**config.mk**
```make
export PLATFORM = sky130hd
export DESIGN_NAME = wb_stage
export DESIGN_NICKNAME = d
export VERILOG_FILES = /design/src/rtl/riscv_core_pkg.sv /design/src/rtl/load_align.sv /design/src/rtl/wb_stage.sv
export SDC_FILE = /design/constraint.sdc
export NUM_CORES = 1
export LEC_CHECK = 0
export CORE_ASPECT_RATIO = 1.2
export CORE_MARGIN = 2
export CORE_UTILIZATION = 32
export DETAILED_ROUTE_END_ITERATION = 8
export PLACE_DENSITY = 0.61
export SYNTH_ARGS = -nofsm -noshare
export SYNTH_HDL_FRONTEND = slang
export SYNTH_HIERARCHICAL = 1
export SYNTH_SLANG_ARGS = --single-unit
```
**constraint.sdc**
```tcl
create_clock -name clk_i -period 5.9 [get_ports clk_i]
set_clock_uncertainty 0.05 [all_clocks]
set_input_delay 1.18 -clock clk_i [delete_from_list [all_inputs] [get_ports clk_i]]
set_output_delay 1.18 -clock clk_i [all_outputs]
set_load 0.05 [all_outputs]
```
**src/rtl/riscv_core_pkg.sv**
```systemverilog
// Shared RV32IM core types: register/word types and the enums used by the write-back stage.
package riscv_core_pkg;

  localparam int unsigned XLEN = 32;

  typedef logic [XLEN-1:0] word_t;
  typedef logic [4:0]      reg_addr_t;

  typedef enum logic [2:0] {
    LB  = 3'b000,
    LH  = 3'b001,
    LW  = 3'b010,
    LBU = 3'b100,
    LHU = 3'b101
  } load_funct3_e;

  typedef enum logic [1:0] {
    EMPTY = 2'd0,
    HELD  = 2'd1,
    STALL = 2'd2
  } wb_hold_state_e;

endpackage

```
**src/rtl/load_align.sv**
```systemverilog
// Combinational load-data alignment: shifts the raw memory word by the byte offset and
// sign/zero-extends according to funct3. Misaligned or reserved encodings are don't-care.
module load_align
  import riscv_core_pkg::*;
(
  input  logic [2:0] funct3_i,
  input  logic [1:0] addr_lo_i,
  input  word_t      data_i,
  output word_t      data_o
);

  word_t              shifted;
  logic signed [7:0]  b_s;
  logic signed [15:0] h_s;

  assign shifted = data_i >> {addr_lo_i, 3'b000};
  assign b_s     = shifted[7:0];
  assign h_s     = shifted[15:0];

  always_comb begin
    data_o = data_i;
    case (funct3_i)
      LB:      data_o = {{24{b_s[7]}}, b_s};
      LBU:     data_o = {24'b0, b_s};
      LH:      data_o = {{16{h_s[15]}}, h_s};
      LHU:     data_o = {16'b0, h_s};
      LW:      data_o = data_i;
      default: data_o = data_i;
    endcase
  end

endmodule

```
**src/rtl/wb_stage.sv**
```systemverilog
// Write-back stage: merges the MEM/WB result with a one-entry divider holding register,
// with starvation stall and WAW kill. Optional same-cycle read bypass under WB_BYPASS_EN.
module wb_stage
  import riscv_core_pkg::*;
#(
  parameter int unsigned STARVE_LIMIT = 4,
  parameter int unsigned CNT_W        = 4
) (
  input  logic       clk_i,
  input  logic       rst_ni,
  input  logic       pipe_valid_i,
  input  reg_addr_t  pipe_rd_i,
  input  logic       pipe_is_load_i,
  input  logic [2:0] pipe_funct3_i,
  input  logic [1:0] pipe_addr_lo_i,
  input  word_t      pipe_load_data_i,
  input  word_t      pipe_result_i,
  output logic       stall_o,
  input  logic       div_valid_i,
  output logic       div_ready_o,
  input  reg_addr_t  div_rd_i,
  input  word_t      div_result_i,
  output logic       write_en_o,
  output reg_addr_t  rd_addr_o,
  output word_t      rd_data_o
`ifdef WB_BYPASS_EN
  ,
  input  reg_addr_t  rs1_addr_i,
  input  reg_addr_t  rs2_addr_i,
  input  word_t      rf_rs1_data_i,
  input  word_t      rf_rs2_data_i,
  output word_t      rs1_data_o,
  output word_t      rs2_data_o
`endif
);

  wb_hold_state_e   state_q, state_d;
  logic [CNT_W-1:0] cnt_q, cnt_d, cnt_inc;
  reg_addr_t        hold_rd_q;
  word_t            hold_data_q;
  logic             capture;

  word_t     load_word, pipe_data;
  logic      pipe_wr;
  logic      wr_en_p0;
  reg_addr_t wr_addr_p0;
  word_t     wr_data_p0;

  load_align u_load_align (
    .funct3_i  (pipe_funct3_i),
    .addr_lo_i (pipe_addr_lo_i),
    .data_i    (pipe_load_data_i),
    .data_o    (load_word)
  );

  assign pipe_data   = pipe_is_load_i ? load_word : pipe_result_i;
  assign pipe_wr     = pipe_valid_i && (pipe_rd_i != '0) && (state_q != STALL);
  assign cnt_inc     = cnt_q + CNT_W'(1);
  assign stall_o     = (state_q == STALL);
  assign div_ready_o = (state_q == EMPTY);

  always_comb begin
    state_d    = state_q;
    cnt_d      = cnt_q;
    capture    = 1'b0;
    wr_en_p0   = pipe_wr;
    wr_addr_p0 = pipe_rd_i;
    wr_data_p0 = pipe_data;
    case (state_q)
      EMPTY: begin
        // rd=0 results are dropped; a same-rd pipe write is younger, so the result is dead on arrival
        if (div_valid_i && (div_rd_i != '0)) begin
          if (!pipe_wr) begin
            wr_en_p0   = 1'b1;
            wr_addr_p0 = div_rd_i;
            wr_data_p0 = div_result_i;
          end else if (div_rd_i != pipe_rd_i) begin
            capture = 1'b1;
            state_d = HELD;
            cnt_d   = '0;
          end
        end
      end
      HELD: begin
        if (pipe_wr && (pipe_rd_i == hold_rd_q)) begin
          state_d = EMPTY;
          cnt_d   = '0;
        end else if (!pipe_wr) begin
          wr_en_p0   = 1'b1;
          wr_addr_p0 = hold_rd_q;
          wr_data_p0 = hold_data_q;
          state_d    = EMPTY;
          cnt_d      = '0;
        end else begin
          cnt_d = cnt_inc;
          if (cnt_inc == CNT_W'(STARVE_LIMIT)) state_d = STALL;
        end
      end
      STALL: begin
        wr_en_p0   = 1'b1;
        wr_addr_p0 = hold_rd_q;
        wr_data_p0 = hold_data_q;
        state_d    = EMPTY;
        cnt_d      = '0;
      end
      default: begin
        state_d = EMPTY;
        cnt_d   = '0;
      end
    endcase
  end

  always_ff @(posedge clk_i or negedge rst_ni) begin
    if (!rst_ni) begin
      state_q <= EMPTY;
      cnt_q   <= '0;
    end else begin
      state_q <= state_d;
      cnt_q   <= cnt_d;
    end
  end

  always_ff @(posedge clk_i) begin
    if (capture) begin
      hold_rd_q   <= div_rd_i;
      hold_data_q <= div_result_i;
    end
  end

  // ---- p0 -> register-file write port boundary ----
  always_ff @(posedge clk_i or negedge rst_ni) begin
    if (!rst_ni) begin
      write_en_o <= 1'b0;
      rd_addr_o  <= '0;
      rd_data_o  <= '0;
    end else begin
      write_en_o <= wr_en_p0;
      if (wr_en_p0) begin
        rd_addr_o <= wr_addr_p0;
        rd_data_o <= wr_data_p0;
      end
    end
  end

`ifdef WB_BYPASS_EN
  assign rs1_data_o = (write_en_o && (rd_addr_o == rs1_addr_i) && (rs1_addr_i != '0))
                      ? rd_data_o : rf_rs1_data_i;
  assign rs2_data_o = (write_en_o && (rd_addr_o == rs2_addr_i) && (rs2_addr_i != '0))
                      ? rd_data_o : rf_rs2_data_i;
`endif

  a_no_x0_write: assert property (@(posedge clk_i) disable iff (!rst_ni)
    !(write_en_o && (rd_addr_o == '0)));

endmodule
```
==> impl_metrics.toml, run 1 <==
[worst_setup_path]
worstReg2RegEnd = "rd_data_o[10]"
cp-start-kind = "input pin"
reg2reg_depth = 9
reg2reg_from = "state_q[0]"
required_ps = 6040
path_max_fanout = 17
arrival_ps = 4310
crit_start = "pipe_addr_lo_i[1]"
endpoint = "rd_data_o[28]"
rrSetupSlack_ps = 3080
end_kind = "flip-flop"
critical_path_class = "input pin to flip-flop"

[cts]
cts_root_buffer = "clkbuf_16"
clk_pin_slew_ps = 60
cts_hold_buf = 0
ctsResizeCount = 0
numCtsBuffers = 9
cts_sinks = 81
clock_latency_ps = 340
cts_max_level = 3
clockBufferDepth = 2
cts_tree = "built"
post-cts-setup-buffers = 0

[synth]
netlist_area_sq_um = 4650
netlist.top_cell.by_area = "edfxtp_1"
synthTopCellsByArea = "edfxtp_1, dfrtp_1, mux2_2"
synth-edff-count = 37
yosys_register_bits = 81
syn_avg_cell_area_sq_um = 10.8
synth_cell_types = 53
yosys.area.top_type_share = 0.239
yosysWarnings = 6
ys_seq_area_frac = 0.475
synth_nets = 554
synth_cells = 432
synthFlopType = "dfrtp_1"
async_flop_share = 0.543

[floorplan]
dieArea_sq_um = 15500
die_h_um = 136
die_x_um = 114
start_util = 0.326
core_sq_um = 14300
num_rows = 48
io_pins = 156

[placement]
place.gp.congestion = 0.866
port_buffers = 155
dp.cells = 738
place_ws_ps = 1370
postPlaceCellArea_sq_um = 6300
hpwl_um = 11300

[global_routing]
grt_max_degree = 66
busiest_layer = "met2"
use_met1 = 0.248
grt_overflow = 0
met2_usage = 0.348
first_global_vias = 4340
grt_util_all_layers = 0.203
antenna_found_initial = 0
use_met3 = 0.0486
grt_pass1_wl_um = 24000

[detailed_routing]
ant_nets = 0
drc_errors = 0
wl_um = 15600
wl_per_cell_um = 20.7
vias = 4173
drt_iter0_drc = 435
first_pass_iters = 9
vias_per_cell = 5.53

[pwr]
swShare = 0.424
comb_power_share = 0.491
ir_drop_mv = 0.194
intPower_w = 0.00170
p_clk_frac = 0.219
pwr-share-seq = 0.290
p_leak_nw = 2.50
switchingPower_w = 0.00125
p_per_area_nw_per_um2 = 445

[sta]
final.min_clock_period_ps = 4170
finalSetupViolCount = 0
rsz0062_at_grt = "no"
fin_ws_ps = 1730
slew_viol_final = 0
max_freq_mhz = 240
fin_crit_sh = 0.707
tightest_slew_ps = 1100
relSlewSlack = 0.267
setup-tns-final_ps = 0
hold_viol_final = 0

[run]
maxCapViolCount = 0

[finish]
drive_above_1_share = 0.128
nNetsFinal = 696
post-route-cell-area_sq_um = 6650
final_cells = 754
n_antenna_cell = 0
area_delta_synth_final_pct = 42.8
finish.utilization = 0.465

[min_path]
hp-class = "flip-flop to flip-flop"

[outcome]
status = "finished, final reports clean"
[per-stage QoR]
stage / hold slack, ps / power, W
after floorplan: 440 / 0.00181
after global placement: 461 / 0.00231
after detailed placement: 470 / 0.00233
after CTS: 485 / 0.00299
after global routing: 504 / 0.00312
final: 480 / 0.00296
[placed cells by master (no fill, tap or decap), types with 3 or more instances in the layout]
cell type / n
ha_1: 6
bufinv_16: 3
nor2b_1: 4
clkdlybuf4s50_1: 154
buf_4: 8
nand2_1: 40
inv_1: 11
o21ai_1: 4
a22oi_1: 4
o21ai_0: 22
mux2i_1: 6
dfrtp_1: 44
nor2_1: 42
a222oi_1: 36
clkbuf_16: 9
xnor2_1: 9
a221oi_1: 5
a21oi_1: 39
o31ai_1: 8
nand3_1: 4
mux2_2: 37
edfxtp_1: 37
[how the worst min path moves through the flow]
| stage | start | endpoint | slack (ps) | cells after the start |
|---|---|---|---|---|
| floorplan | cnt_q[2] | cnt_q[2] | 440 | 1 |
| global placement | cnt_q[2] | cnt_q[2] | 460 | 1 |
| detailed placement | rd_data_o[30] | rd_data_o[30] | 470 | 2 |
| CTS | rd_data_o[30] | rd_data_o[30] | 490 | 2 |
| global route | cnt_q[2] | cnt_q[2] | 500 | 1 |
| finish | rd_data_o[29] | rd_data_o[29] | 480 | 2 |
[routing by layer]
| layer | part of all wire | up-vias |
|---|---|---|
| met2 | 0.50 | 168 |
| met3 | 0.065 | 25 |
| met5 | 0 | - |
| met1 | 0.41 | 2025 |
| li1 | - | 1955 |
| met4 | 0.023 | 0 |
[synth_stat cells, types with 2 or more instances]
library cell  count
nand2_1          40
o21ai_1           4
a2bb2oi_1         3
nand2b_1          2
inv_1            11
o31ai_1           8
buf_6            10
xnor2_1           9
mux2i_1           6
ha_1              6
nor2b_1           4
o21ai_0          22
nor2_1           42
a22o_1            2
edfxtp_1         37
a221oi_1          5
xor2_1            2
a222oi_1         36
dfrtp_1          44
a22oi_1           4
a21oi_1          39
nand3_1           4
a31oi_1           2
nand3b_1          2
o21a_4            2
clkbuf_1         16
o2bb2ai_1         2
buf_2             5
mux2_2           37
nor3_1            3
[flip-flops by register name (all words and copies together), names as in the netlist]
register	flops
hold_data_q	32
rd_data_o	32
rd_addr_o	5
hold_rd_q	5
write_en_o	1
state_q	2
cnt_q	4
[power by group through the flow]
| stage | Combinational, W | Sequential, W | Clock, W |
|---|---|---|---|
| floorplan | 0.000481 | 0.00133 | 0 |
| global placement | 0.00145 | 0.000866 | 0 |
| detailed placement | 0.00146 | 0.000870 | 0 |
| CTS | 0.00147 | 0.000861 | 0.000664 |
| global route | 0.00155 | 0.000881 | 0.000690 |
| finish | 0.00145 | 0.000857 | 0.000648 |
[kinds of logic (layout without fill, tap and decap cells)]
| logic type | after synthesis | after routing | share of synthesized area |
|---|---|---|---|
| AOI/OAI and AO/OA | 144 | 144 | 0.230 |
| xor gates and xnor gates | 11 | 11 | 0.0207 |
| adders and majority gates | 6 | 6 | 0.0161 |
| buffers and inverters | 43 | 190 | 0.0522 |
| DFF | 81 | 81 | 0.475 |
| muxes | 44 | 44 | 0.107 |
| and+or+nand+nor | 103 | 103 | 0.0979 |
[worst max-delay path, stage by stage]
cell	delay [ps]
clkdlybuf4s50_1	870
mux2_2	420
a221oi_2	910
o21ai_0	280
mux2_2	320
a222oi_1	210
a21oi_1	110
[cell type report]
type | count | area [sq um]
inverter | 11 | 41.3
tap | 175 | 219
clock buffer | 11 | 243
fill | 1355 | 7650
sequential | 81 | 2210
clock inverter | 5 | 103
timing repair buffer | 163 | 1610
multi-input combinational | 308 | 2220
Power figures use the tool's default switching activity.
==> inputs of run 2 (changes only) <==
Clock period 5.9 ns to 3.9 ns, I/O delays scaled along.
==> impl_metrics.toml, run 2 (same netlist as run 1, synthesis figures left out) <==
[detailed_routing]
drt_iter0_drc = 325
vias_per_cell = 5.49
wl_per_cell_um = 20.3
first_pass_iters = 6
vias = 4152
ant_nets = 0
wl_um = 15300
drc_errors = 0

[worst_setup_path]
cp.buffers_inverters = 2
cp-start-kind = "input pin"
critical_path_class = "input pin to flip-flop"
crit_slowest_cell = "nor3_4"
arrival_ps = 3100
path_max_fanout = 20
worstPathCellList = "clkdlybuf4s50_1 > nor2b_1 > o21a_4 > o31ai_1 > nor3_4 > buf_4"
required_ps = 3870
end_kind = "flip-flop"
critical-path-top-delay-family = "simple AND/OR/NAND/NOR gates"
slowest_delay_ps = 780

[global_routing]
grt_pass1_wl_um = 23800
antenna_found_initial = 0
grt_overflow = 0
first_global_vias = 4239
grt_max_degree = 45
grt_util_all_layers = 0.203

[sta]
hold_viol_final = 0
final.min_clock_period_ps = 3130
rsz0062_at_grt = "no"
finalSetupViolCount = 0
setup-tns-final_ps = 0
tightest_slew_ps = 1130
slew_viol_final = 0
relSlewSlack = 0.250
fin_crit_sh = 0.804
max_freq_mhz = 319

[cts]
cts_root_buffer = "clkbuf_16"
cts_sinks = 81
numCtsBuffers = 9
post-cts-setup-buffers = 0
ctsResizeCount = 0
cts_tree = "built"
cts_max_level = 3
clockBufferDepth = 2
cts_hold_buf = 0
clk_pin_slew_ps = 60
clock_latency_ps = 340

[floorplan]
start_util = 0.326
dieArea_sq_um = 15500
die_h_um = 136
die_x_um = 114
core_sq_um = 14300
num_rows = 48
io_pins = 156

[min_path]
hp-class = "flip-flop to flip-flop"

[placement]
postPlaceCellArea_sq_um = 6350
port_buffers = 155
hpwl_um = 11300
place.gp.congestion = 0.897

[pwr]
switchingPower_w = 0.00190
p_clk_frac = 0.177
p_leak_nw = 2.48
ir_drop_mv = 0.294
comb_power_share = 0.519
p_per_area_nw_per_um2 = 649
intPower_w = 0.00239
pwr-share-seq = 0.303
swShare = 0.443

[finish]
drive_above_1_share = 0.127
n_antenna_cell = 0
final_cell_mix = "clkdlybuf4s50_1, dfrtp_1, nor2_1, nand2_1, a21oi_1"
area_delta_synth_final_pct = 41.9
post-route-cell-area_sq_um = 6600
nNetsFinal = 698
top_regs = "hold_data_q x32, rd_data_o x32"
mostFrequentLayoutCell = "clkdlybuf4s50_1"

[outcome]
status = "finished, final reports clean"

[run]
maxCapViolCount = 0
## run 2: final timing paths
| kind | cells past startpoint | to | from | slack, ps |
|---|---|---|---|---|
| setup / recovery | 6 | hold_data_q[8] | pipe_valid_i | 770 |
| hold / removal | 2 | rd_data_o[25] | rd_data_o[25] | 480 |
| setup reg to reg | 7 | hold_data_q[8] | state_q[0] | 1000 |
| hold reg to reg | 2 | rd_data_o[25] | rd_data_o[25] | 480 |
| max in group asynchronous | 1 | rd_addr_o[4] | rst_ni | 2500 |
| min in group asynchronous | 1 | rd_data_o[6] | rst_ni | 620 |
## run 2: area by class of cell
cell class / count / area [sq um]
Clock buffer: 12 / 236
Clock inverter: 4 / 21.3
Fill cell: 1361 / 7690
Inverter: 11 / 41.3
Multi-Input combinational cell: 308 / 2230
Sequential cell: 81 / 2210
Tap cell: 175 / 219
Timing Repair Buffer: 165 / 1650
## run 2: layer usage
layer / vias up / global-route usage / part of all wire
li1: 1958 / - / -
met1: 2007 / 0.252 / 0.41
met2: 167 / 0.345 / 0.51
met3: 20 / 0.0428 / 0.061
met4: 0 / 0.0786 / 0.021
met5: - / 0 / 0
## run 2: power by group through the flow
| stage | combinational (W) | sequential, W | clock [W] |
|---|---|---|---|
| finish | 0.00223 | 0.00130 | 0.000760 |
| CTS | 0.00224 | 0.00130 | 0.000780 |
| global placement | 0.00222 | 0.00131 | 0 |
| floorplan | 0.000730 | 0.00201 | 0 |
| detailed placement | 0.00224 | 0.00132 | 0 |
| global route | 0.00236 | 0.00133 | 0.000821 |
## run 2: through the flow
step / hold slack (ps) / worst slack [ps] / instances / power [W] / util
2_1_floorplan: 434 / 586 / 432 / 0.00274 / -
3_3_place_gp: 463 / 434 / 740 / 0.00353 / 0.444
3_5_place_dp: 467 / 415 / 740 / 0.00355 / 0.444
4_1_cts: 480 / 762 / 756 / 0.00433 / 0.462
5_1_grt: 509 / 593 / 756 / 0.00451 / 0.462
6_report: 477 / 766 / 756 / 0.00429 / 0.462
## run 2: worst reg2reg max path, stage by stage, from the launching register on
cell and delay, ps:
dfrtp_1 410, inv_1 90, ha_1 240, nor2b_1 220, o21a_4 210, o31ai_1 150, nor3_4 780, buf_4 430
